$ cat src/rtl/logic_unit_pipe.sv
// Pipelined bitwise logic unit with a 2-entry in-order result buffer and a saturating a==b counter.
// Optional LOGIC_UNIT_SEG_EN adds a registered active-low seven-segment decode of the head result.
module logic_unit_pipe #(
  parameter int unsigned WIDTH = 7,
  parameter int unsigned CNT_W = 8
) (
  input  logic             clk,
  input  logic             rst_n,
  input  logic [WIDTH-1:0] a,
  input  logic [WIDTH-1:0] b,
  input  logic [2:0]       op,
  input  logic             in_valid,
  output logic             in_ready,
  output logic [WIDTH-1:0] z,
  output logic             out_valid,
  input  logic             out_ready,
  output logic [CNT_W-1:0] eq_cnt,
  output logic [6:0]       seg
);

  localparam logic [CNT_W-1:0] EqOne = {{(CNT_W-1){1'b0}}, 1'b1};
  localparam logic [CNT_W-1:0] EqMax = {CNT_W{1'b1}};

  typedef enum logic [2:0] {
    OpAnd  = 3'd0,
    OpOr   = 3'd1,
    OpXor  = 3'd2,
    OpXnor = 3'd3,
    OpNand = 3'd4,
    OpNor  = 3'd5,
    OpPass = 3'd6,
    OpNot  = 3'd7
  } op_e;

  function automatic logic [WIDTH-1:0] calc(input logic [WIDTH-1:0] x,
                                            input logic [WIDTH-1:0] y,
                                            input logic [2:0]       sel);
    logic [WIDTH-1:0] r;
    r = '0;
    unique case (op_e'(sel))
      OpAnd:  r = x & y;
      OpOr:   r = x | y;
      OpXor:  r = x ^ y;
      OpXnor: r = ~(x ^ y);
      OpNand: r = ~(x & y);
      OpNor:  r = ~(x | y);
      OpPass: r = x;
      OpNot:  r = ~x;
      default: r = '0;
    endcase
    return r;
  endfunction

  logic [1:0]       count_q, count_d;
  logic [WIDTH-1:0] ent0_q, ent0_d;
  logic [WIDTH-1:0] ent1_q, ent1_d;
  logic [CNT_W-1:0] eq_cnt_q, eq_cnt_d;
  logic [WIDTH-1:0] res;
  logic             push;
  logic             pop;

  // Handshake flags depend only on registered count.
  assign in_ready  = (count_q != 2'd2);
  assign out_valid = (count_q != 2'd0);
  assign push      = in_valid & in_ready;
  assign pop       = out_valid & out_ready;
  assign res       = calc(a, b, op);

  assign z      = out_valid ? ent0_q : '0;
  assign eq_cnt = eq_cnt_q;

  // ent0 is always the head; ent1 holds the second result when two are buffered.
  always_comb begin
    count_d = count_q;
    ent0_d  = ent0_q;
    ent1_d  = ent1_q;
    case ({push, pop})
      2'b10: begin
        if (count_q == 2'd0) begin
          ent0_d = res;
        end else begin
          ent1_d = res;
        end
        count_d = count_q + 2'd1;
      end
      2'b01: begin
        ent0_d  = ent1_q;
        count_d = count_q - 2'd1;
      end
      2'b11: begin
        // Only reachable at count 1: the old head leaves and the new result replaces it.
        ent0_d = res;
      end
      default: ;
    endcase
  end

  always_comb begin
    eq_cnt_d = eq_cnt_q;
    if (push && (a == b) && (eq_cnt_q != EqMax)) begin
      eq_cnt_d = eq_cnt_q + EqOne;
    end
  end

  always_ff @(posedge clk or negedge rst_n) begin
    if (!rst_n) begin
      count_q  <= 2'd0;
      ent0_q   <= '0;
      ent1_q   <= '0;
      eq_cnt_q <= '0;
    end else begin
      count_q  <= count_d;
      ent0_q   <= ent0_d;
      ent1_q   <= ent1_d;
      eq_cnt_q <= eq_cnt_d;
    end
  end

`ifdef LOGIC_UNIT_SEG_EN
  function automatic logic [6:0] hex7(input logic [3:0] n);
    logic [6:0] s;
    s = 7'h7F;
    unique case (n)
      4'h0: s = 7'h40;
      4'h1: s = 7'h79;
      4'h2: s = 7'h24;
      4'h3: s = 7'h30;
      4'h4: s = 7'h19;
      4'h5: s = 7'h12;
      4'h6: s = 7'h02;
      4'h7: s = 7'h78;
      4'h8: s = 7'h00;
      4'h9: s = 7'h10;
      4'hA: s = 7'h08;
      4'hB: s = 7'h03;
      4'hC: s = 7'h46;
      4'hD: s = 7'h21;
      4'hE: s = 7'h06;
      4'hF: s = 7'h0E;
      default: s = 7'h7F;
    endcase
    return s;
  endfunction

  logic [6:0] seg_q, seg_d;

  // Decode from next-state head so the pattern tracks z with no extra cycle.
  always_comb begin
    seg_d = 7'h7F;
    if (count_d != 2'd0) begin
      seg_d = hex7(ent0_d[3:0]);
    end
  end

  always_ff @(posedge clk or negedge rst_n) begin
    if (!rst_n) begin
      seg_q <= 7'h7F;
    end else begin
      seg_q <= seg_d;
    end
  end

  assign seg = seg_q;
`else
  assign seg = 7'h7F;
`endif

endmodule

$ cat config.mk
export PLATFORM = sky130hd
export DESIGN_NAME = logic_unit_pipe
export DESIGN_NICKNAME = d
export VERILOG_FILES = /design/src/rtl/logic_unit_pipe.sv
export SDC_FILE = /design/constraint.sdc
export NUM_CORES = 1
export LEC_CHECK = 0
export BUFFER_PORTS_ARGS = -buffer_cell sky130_fd_sc_hd__buf_4
export CORE_ASPECT_RATIO = 0.7
export CORE_MARGIN = 2
export CORE_UTILIZATION = 47
export CTS_CLUSTER_DIAMETER = 150
export DETAILED_ROUTE_END_ITERATION = 10
export PLACE_DENSITY = 0.79
export SYNTH_ARGS = -nofsm -noshare
export SYNTH_HDL_FRONTEND = slang
export SYNTH_SLANG_ARGS = --single-unit
$ cat constraint.sdc
create_clock -name clk -period 1.86 [get_ports clk]
set_input_delay 0.093 -clock clk [delete_from_list [all_inputs] [get_ports clk]]
set_output_delay 0.093 -clock clk [all_outputs]
set_load 0.05 [all_outputs]
# After elaboration in Yosys (flattened, before gate mapping)
# Cells that the tools add are included.
dict set report totals {
  regBits 24
  input_bits 21
  out_inout_bits 24
  word_cells 45
}
dict set report classes {
  add_sub_neg 3
  eq_ne 14
  mux 5
  bitwise_logic 10
  reduce_logical 9
}
# op count
set op_table {}
lappend op_table {{$pmux 7 s8} 1}
lappend op_table {{$not 7->7} 4}
lappend op_table {{$pmux 7 s3} 1}
lappend op_table {{$mux 7} 2}
lappend op_table {{$eq 3x3->1 const B} 4}
lappend op_table {{$add 8x1->8 const B} 1}
lappend op_table {{$ne 8x8->1 const B} 1}
lappend op_table {{$and 7x7->7} 1}
lappend op_table {{$eq 7x7->1} 1}
lappend op_table {{$or 7x7->7} 1}
lappend op_table {{$xor 7x7->7} 1}
lappend op_table {{$eq 3x2->1 const B} 2}
lappend op_table {{$eq 2x2->1 const B} 2}
lappend op_table {{$ne 2x2->1 const B} 2}
lappend op_table {{$pmux 2 s2} 1}
lappend op_table {{$reduce_and 2->1} 2}
lappend op_table {{$reduce_bool 2->1} 2}
lappend op_table {{$eq 3x1->1 const B} 1}
lappend op_table {{$logic_not 3->1} 1}
lappend op_table {{$reduce_bool 3->1} 1}
lappend op_table {{$add 2x1->2 const B} 1}
lappend op_table {{$and 1x1->1} 2}
lappend op_table {{$eq 2x1->1 const B} 1}
lappend op_table {{$logic_and 1x1->1} 2}
lappend op_table {{3 further kinds} 3}

# Depth between registers and ports, before layout
# Gate-level depths: netlist (run 1).
dict set report depth {
  depth_word 5
  mapped_depth 9
  mapped_depth_nobuf 8
}

# Least setup slack after synthesis (run 1)
# OpenSTA, ideal clock, no wires.
dict set report synth_timing {
  path_type {register to register}
  from {register count_q[0]}
  to {register ent0_q[0]}
  setup_time_ps 139
  arrival_ps 1680
  required_ps 1721
  path_slack_ps 41
  path_stages_with_launch 9
  period_less_slack_ps 1819
  path_cell_list {dfrtp_1 nor2_4 inv_2 nand2_4 inv_4 ha_1 buf_2 nor2_2 a211oi_2}
}
dict set report synth_via {
  elab_chain_cells 5
  word_cells_on_any_way 12
}
# element line_no
set synth_rtl {}
lappend synth_rtl {{from (decl)} 54} ;# logic [1:0] count_q, count_d;
lappend synth_rtl {{from (signal assigned)} 112} ;# count_q <= count_d;
lappend synth_rtl {{$reduce_bool 2->1 (*)} 64} ;# assign out_valid = (count_q != 2'd0);
lappend synth_rtl {{via out_valid} 15} ;# output logic out_valid,
lappend synth_rtl {{$and 1x1->1 (*)} 66} ;# assign pop = out_valid & out_ready;
lappend synth_rtl {{$eq 2x2->1 or $eq 2x1->1 (tied branches)} 77} ;# case ({push, pop})
lappend synth_rtl {{$ne 2x2->1 (no line) or $reduce_bool 3->1 (tied branches)} n/a}
lappend synth_rtl {{$reduce_and 2->1 (no line)} n/a}
lappend synth_rtl {{to (signal assigned)} 113} ;# ent0_q <= ent0_d;
lappend synth_rtl {{to (decl)} 55} ;# logic [WIDTH-1:0] ent0_q, ent0_d;
# Mark *: on every way through the listed nets, which the timed path passes. The rest lies on a longest branch.
# A chain may end at the register's enable or synchronous reset.

# Worst setup path after layout (run 1)
dict set report layout_timing {
  from {register count_q[0]}
  to {register ent0_q[6]}
}
dict set report layout_via {
  elab_chain_cells 5
  word_cells_on_any_way 12
}
# element line_no
set layout_rtl {}
lappend layout_rtl {{$ne 2x2->1 or $reduce_bool 2->1 (tied branches)} {63, 64}}
lappend layout_rtl {{$and 1x1->1, on equally long branches} {65, 66}}
lappend layout_rtl {{$eq 2x2->1 or $eq 2x1->1 (tied branches)} 77}
lappend layout_rtl {{$ne 2x2->1 (no line) or $reduce_bool 3->1 (tied branches)} n/a}
lappend layout_rtl {{$reduce_and 2->1 (no line)} n/a}
# Parallel ways exist; a longest one is shown, timed or not.

==> flow_summary_export.csv, run 1 <==
group,metric,value,unit
floorplan,die_w,82.0,µm
yosys,synth.yosys.warnings,0,
yosys,synth-edff-count,0,
routing,drt.antenna.violating_nets,0,
yosys,synth_async_reset_ratio,100,%
routing,detail_route.wl_per_cell,12.3,µm
yosys,synth.largest_area_cell,"dfrtp_1",
yosys,post_synth_main_area_contributors,"dfrtp_1 30%, ha_1 11%, mux2i_1 9.5%",
routing,postRouteWirelength,3.58,mm
clocking,cts.root.buffer_cell,"clkbuf_8",
sta,finClkSkew,0.00727,ns
hold_path,min-delay-path-class,"in -> async",
sta,finalSetupViolations,0,
routing,via_per_inst,4.98,
sta,max_clock_freq,588,MHz
yosys,syn_area_per_cell,9.81,µm²
yosys,synth-main-ff-cell,"dfrtp_1",
critical_path,timing.rr.end,"ent0_q[6]",
clocking,h_tree_levels,1,
global_route,grt_max_degree,25,
clocking,number_of_clock_buffers_inserted_by_tritoncts,3,
yosys,ys_seq_elements,24,
yosys,synth.top_cell.area_share,30.0,%
critical_path,timing.critical_path.arrival,1.89,ns
power_and_ir_drop,peakVddDrop,0.769,mV
floorplan,design.core.area,3990,µm²
routing,drcViolationCount,0,
placed_design,routabilityCongestion,0.825,
final_layout,drive_above_1_share,28.9,%
sta,timing.setup.tns,0,ns
critical_path,worst_r2r_startpoint,"count_q[0]",
sta,maxSlewViolCount,0,
clocking,clkSinkCount,24,
critical_path,timing.critical_path.to_type,"flip-flop",
global_route,antenna_found_initial,0,
sta,fin_crit_sh,91.5,%
yosys,yosys.cell_types.count,42,
clocking,clock_path_buffers,2,
run,max_cap_violations,0,
final_layout,area_growth,18.2,%
global_route,grt_use_total,16.1,%
placed_design,place_hpwl,2.83,mm
placed_design,placement.io_buffers,37,
critical_path,reg2reg_setup_slack,0.16,ns
clocking,cts_resized,0,
sta,grt_setup_unrepaired,"no",
run_status,outcome,"completed",
critical_path,wp_data_required,2.05,ns
final_layout,finalNetCount,278,
power_and_ir_drop,power.density_cell_area,1260,nW/µm²
floorplan,fp.dieArea,4800,µm²
global_route,first_global_vias,1347,
global_route,overflow,0,
final_layout,n_fill_cell,365,
global_route,first_pass_grt_wire_length,6.02,mm
final_layout,num_antenna_cells,0,
final_layout,layout.cell_area.non_filler,2360,µm²
placed_design,place_area,2280,µm²
clocking,postCtsSetupRepairBufs,0,
sta,finalHoldViolCount,0,
critical_path,crit_path_category,"reg -> reg",
floorplan,top_level_ports,45,
yosys,gate_count_after_technology_mapping,204,
floorplan,number_of_rows_created_at_floorplan,19,
power_and_ir_drop,total_leakage_power,1.22,nW
critical_path,critical_path_peak_fanout,10,
clocking,cts_hold_buffers,1,
floorplan,floorplan.die.height,58.6,µm
yosys,synth_sequential_area_ratio,30.0,%
critical_path,timing.reg2reg.worst_path_depth,6,
clocking,tritoncts,"done",
routing,first_iter_violations,58,
sta,fin_crit,1.70,ns
clocking,clkTransAtPathRegs,0.09,ns
floorplan,initial_utilization,50.1,%
routing,detailedRoute.firstPassIterationCount,4,
critical_path,critical_path.startpoint_type,"flip-flop",
clocking,clock_latency,0.27,ns
routing,dr_total_vias,1449,
yosys,synth.cell_area,2000,µm²
critical path, stage by stage (launching register included):
cell and delay (ns):
dfrtp_1 0.46, nand2b_2 0.25, nand2_1 0.10, ha_1 0.35, nor2_2 0.07, buf_4 0.17
a211oi_2 0.22
Yosys cell counts, types with 3 or more instances:
cell type / count
a211oi_2: 6
and2b_2: 7
buf_2: 6
buf_4: 9
dfrtp_1: 24
ha_1: 17
inv_1: 15
mux2i_1: 19
nand2_1: 9
nand3_1: 3
nor2_1: 10
nor3_1: 5
nor3b_1: 7
o21ai_0: 7
xnor2_1: 14
xor2_1: 15
state kept, by name (all words and copies together) (netlist names):
name     cells
eq_cnt       8
count_q      2
ent0_q       7
ent1_q       7
worst max path at each step:
| stage | from | end | slack [ns] | cells past startpoint |
|---|---|---|---|---|
| after global placement | a[0] | eq_cnt[6] | 0.09 | 7 |
| after global routing | count_q[0] | ent0_q[6] | 0.03 | 6 |
| after detailed placement | a[0] | eq_cnt[7] | 0.04 | 8 |
| after floorplan | count_q[0] | ent0_q[0] | 0.04 | 8 |
| final | count_q[0] | ent0_q[6] | 0.16 | 6 |
| after CTS | count_q[0] | ent0_q[6] | 0.13 | 6 |
metrics by stage:
stage	instances	power [mW]	setup WS, ns	util [%]	hold slack (ns)
after floorplan	210	2.11	0.0409	-	-0.203
after global placement	286	2.50	0.0932	57.2	0.0107
after detailed placement	286	2.52	0.0421	57.2	0.0128
after CTS	291	3.00	0.132	59.2	0.256
after global routing	291	3.17	0.0274	59.2	0.271
final	291	2.98	0.158	59.2	0.246
final cells by class:
cell class | instances | area [µm²] | share of cell area [%]
clock inverters | 1 | 30.0 | 1.27
clock buffers | 3 | 41.3 | 1.75
repair buffers | 42 | 318 | 13.4
multi-input cells | 152 | 1240 | 52.6
well taps | 52 | 65.1 | 2.75
flip-flops and latches | 24 | 601 | 25.4
inverters | 17 | 66.3 | 2.80
routing by layer:
metal / track usage (%) / wire, µm
met4: 2.14 / 12
met3: 3.99 / 226
met1: 22.5 / 1710
met2: 26.0 / 1640
met5: 0 / 0
kinds of logic (layout without fill, tap and decap cells):
| logic type | count (synthesis) | count (layout) | share of synthesized area (%) |
|---|---|---|---|
| simple gates | 57 | 57 | 17.8 |
| buf+inv | 34 | 63 | 8.94 |
| xor+xnor | 29 | 29 | 12.7 |
| flops | 24 | 24 | 30.0 |
| compound gates | 21 | 21 | 8.94 |
| mux | 21 | 21 | 10.8 |
| fa+ha+maj | 17 | 17 | 10.6 |
| other cells | 1 | 7 | 0.187 |
cells in the final DEF, fill, tap and decap left out, types with 2 or more instances in the layout:
| cell type | Yosys | layout |
|---|---|---|
| and2b_2 | 7 | 7 |
| xnor2_1 | 14 | 14 |
| mux2i_1 | 19 | 19 |
| nor2_1 | 10 | 10 |
| dfrtp_1 | 24 | 24 |
| nand3_1 | 3 | 3 |
| clkbuf_8 | 0 | 3 |
| a211oi_1 | 2 | 2 |
| xor2_1 | 15 | 15 |
| a211oi_2 | 6 | 6 |
| nand2b_1 | 2 | 2 |
| o31ai_1 | 2 | 2 |
| buf_4 | 9 | 41 |
| nor2_2 | 2 | 2 |
| ha_1 | 17 | 17 |
| nor3_1 | 5 | 5 |
| nor3b_1 | 7 | 7 |
| and4_1 | 2 | 2 |
| o21ai_0 | 7 | 7 |
| inv_1 | 15 | 15 |
| nand2_1 | 9 | 9 |
| conb_1 | 1 | 7 |
power breakdown:
part | leakage (nW) | total, mW | internal, mW | switching (mW)
registers | 0.302 | 0.832 | 0.703 | 0.130
logic | 0.879 | 1.68 | 0.639 | 1.04
clock network | 0.0357 | 0.466 | 0.288 | 0.178
Power figures use the tool's default switching activity.
==> run 2: changes to the inputs <==
--- a/constraint.sdc
+++ b/constraint.sdc
@@ -3,2 +3,2 @@
 set_output_delay 0.093 -clock clk [all_outputs]
-set_load 0.05 [all_outputs]
+set_load 0.1 [all_outputs]
==> run 2 against run 1 <==
Against the previous run:
- final area rose by 0.58%
- worst hold slack improved by 0.0039 ns
- setup slack improved by 0.057 ns
- total power rose by 15%
- combinational power rose by 32%
- highest routed layer unchanged
- critical path depth fell by 2
- flip-flop and latch count did not move
- via count fell by 0.55%
- sequential share of layout area rose by 0.17 points
- wire length fell by 1.7%
==> flow_summary_export.csv, run 2 (synthesis results as in run 1) <==
group,metric,value,unit
run_status,outcome,"completed",
floorplan,initial_utilization,50.1,%
sta,finClkSkew,0.00196,ns
critical_path,timing.critical_path.to_type,"primary output",
final_layout,num_antenna_cells,0,
final_layout,final-seq-area,608,µm²
sta,fin_crit_sh,88.4,%
global_route,grt_use_total,15.6,%
routing,detail_route.wl_per_cell,12.0,µm
critical_path,crit_path_frequent_cell,"buf_4",
power_and_ir_drop,power.density_cell_area,1440,nW/µm²
clocking,clkTransAtPathRegs,0.08,ns
floorplan,floorplan.die.height,58.6,µm
final_layout,area_growth,18.9,%
critical_path,crit_path_category,"reg -> out",
hold_path,min-delay-path-class,"in -> async",
sta,grt_setup_unrepaired,"no",
floorplan,fp.dieArea,4800,µm²
routing,dr_total_vias,1441,
final_layout,largest_reg_flops,8,
final_layout,n_fill_cell,360,
power_and_ir_drop,power.total,3.44,mW
placed_design,placement.io_buffers,37,
clocking,tritoncts,"done",
placed_design,routabilityCongestion,0.804,
global_route,first_global_vias,1276,
clocking,cts.root.buffer_cell,"clkbuf_8",
routing,postRouteWirelength,3.52,mm
critical_path,critical_path_peak_fanout,9,
sta,max_clock_freq,608,MHz
power_and_ir_drop,total_leakage_power,1.22,nW
final_layout,drive_above_1_share,32.0,%
floorplan,design.core.area,3990,µm²
clocking,postCtsSetupRepairBufs,0,
clocking,cts_resized,0,
critical_path,critical_path.top_delay_family,"flip-flops",
global_route,grt_max_degree,25,
routing,drt.antenna.violating_nets,0,
critical_path,critical_path.startpoint_type,"flip-flop",
clocking,clock_latency,0.27,ns
sta,timing.setup.tns,0,ns
critical_path,critical_path.n_buffers_inverters,2,
final_layout,layout.cells.most_common,"buf_4",
critical_path,wp_data_required,1.77,ns
sta,maxSlewViolCount,0,
critical_path,timing.reg2reg.worst_path_depth,8,
floorplan,top_level_ports,45,
placed_design,place_hpwl,2.82,mm
run,max_cap_violations,0,
sta,finalSetupViolations,0,
sta,finalHoldViolCount,0,
final_layout,finalNetCount,280,
floorplan,number_of_rows_created_at_floorplan,19,
critical_path,worst_path_largest_cell_delay,0.47,ns
routing,drcViolationCount,0,
clocking,h_tree_levels,1,
global_route,overflow,0,
final_layout,mostFrequentLayoutCells,"43 x buf_4, 19 x mux2i_1, 18 x dfrtp_1",
routing,first_iter_violations,42,
critical_path,critical-path-slowest-cell,"dfrtp_1",
clocking,cts_hold_buffers,1,
routing,detailedRoute.firstPassIterationCount,4,
power_and_ir_drop,peakVddDrop,1.64,mV
floorplan,die_w,82.0,µm
routing,via_per_inst,4.92,
clocking,number_of_clock_buffers_inserted_by_tritoncts,3,
clocking,clkSinkCount,24,
critical_path,timing.critical_path.arrival,1.55,ns
final_layout,multi_input_combinational_cell_area,1250,µm²
global_route,first_pass_grt_wire_length,5.69,mm
sta,fin_crit,1.64,ns
global_route,antenna_found_initial,0,
critical_path,cp_cell_sequence,"nor2_4, buf_4, and2b_2, buf_4",
clocking,clock_path_buffers,2,
critical_path,worstSetupPathDepth,4,
[run 2: power breakdown]
group / internal [mW] / total, mW / switching [mW] / leakage, nW
logic: 0.663 / 2.22 / 1.56 / 0.895
clock network: 0.189 / 0.360 / 0.170 / 0.0288
registers: 0.705 / 0.852 / 0.147 / 0.292
total: 1.56 / 3.44 / 1.88 / 1.22
[run 2: layer usage]
metal / track usage [%] / part of all wire (%) / up-vias
li1: - / - / 741
met1: 21.5 / 50 / 659
met2: 24.4 / 43 / 36
met3: 4.60 / 6.0 / 5
met4: 3.57 / 0.71 / 0
met5: 0 / 0 / -
[run 2: final timing paths]
path,from,to,slack (ns)
setup / recovery,count_q[0],z[4],0.22
hold / removal,rst_n,eq_cnt[2],0.25
setup reg to reg,count_q[0],ent0_q[6],0.22
hold reg to reg,eq_cnt[5],eq_cnt[5],0.48
max in group asynchronous,rst_n,eq_cnt[0],1.36
min in group clk,out_ready,count_q[0],0.27
[run 2: per-stage QoR]
step	hold WS, ns	setup slack [ns]	instances	util, %	cell area, µm²
floorplan	-0.203	0.00202	210	-	2040
global placement	0.00983	0.0517	288	57.9	2310
detailed placement	0.0130	-0.0769	288	57.9	2310
CTS	0.259	0.199	293	59.6	2380
global route	0.280	0.0808	293	59.6	2380
finish	0.250	0.216	293	59.6	2380
[run 2: final cells by class]
class	count	share of cell area [%]
Inverter	17	2.89
Timing Repair Buffer	44	14.0
Clock buffer	4	2.31
Sequential cell	24	25.6
Tap cell	52	2.74
Multi-Input combinational cell	152	52.5
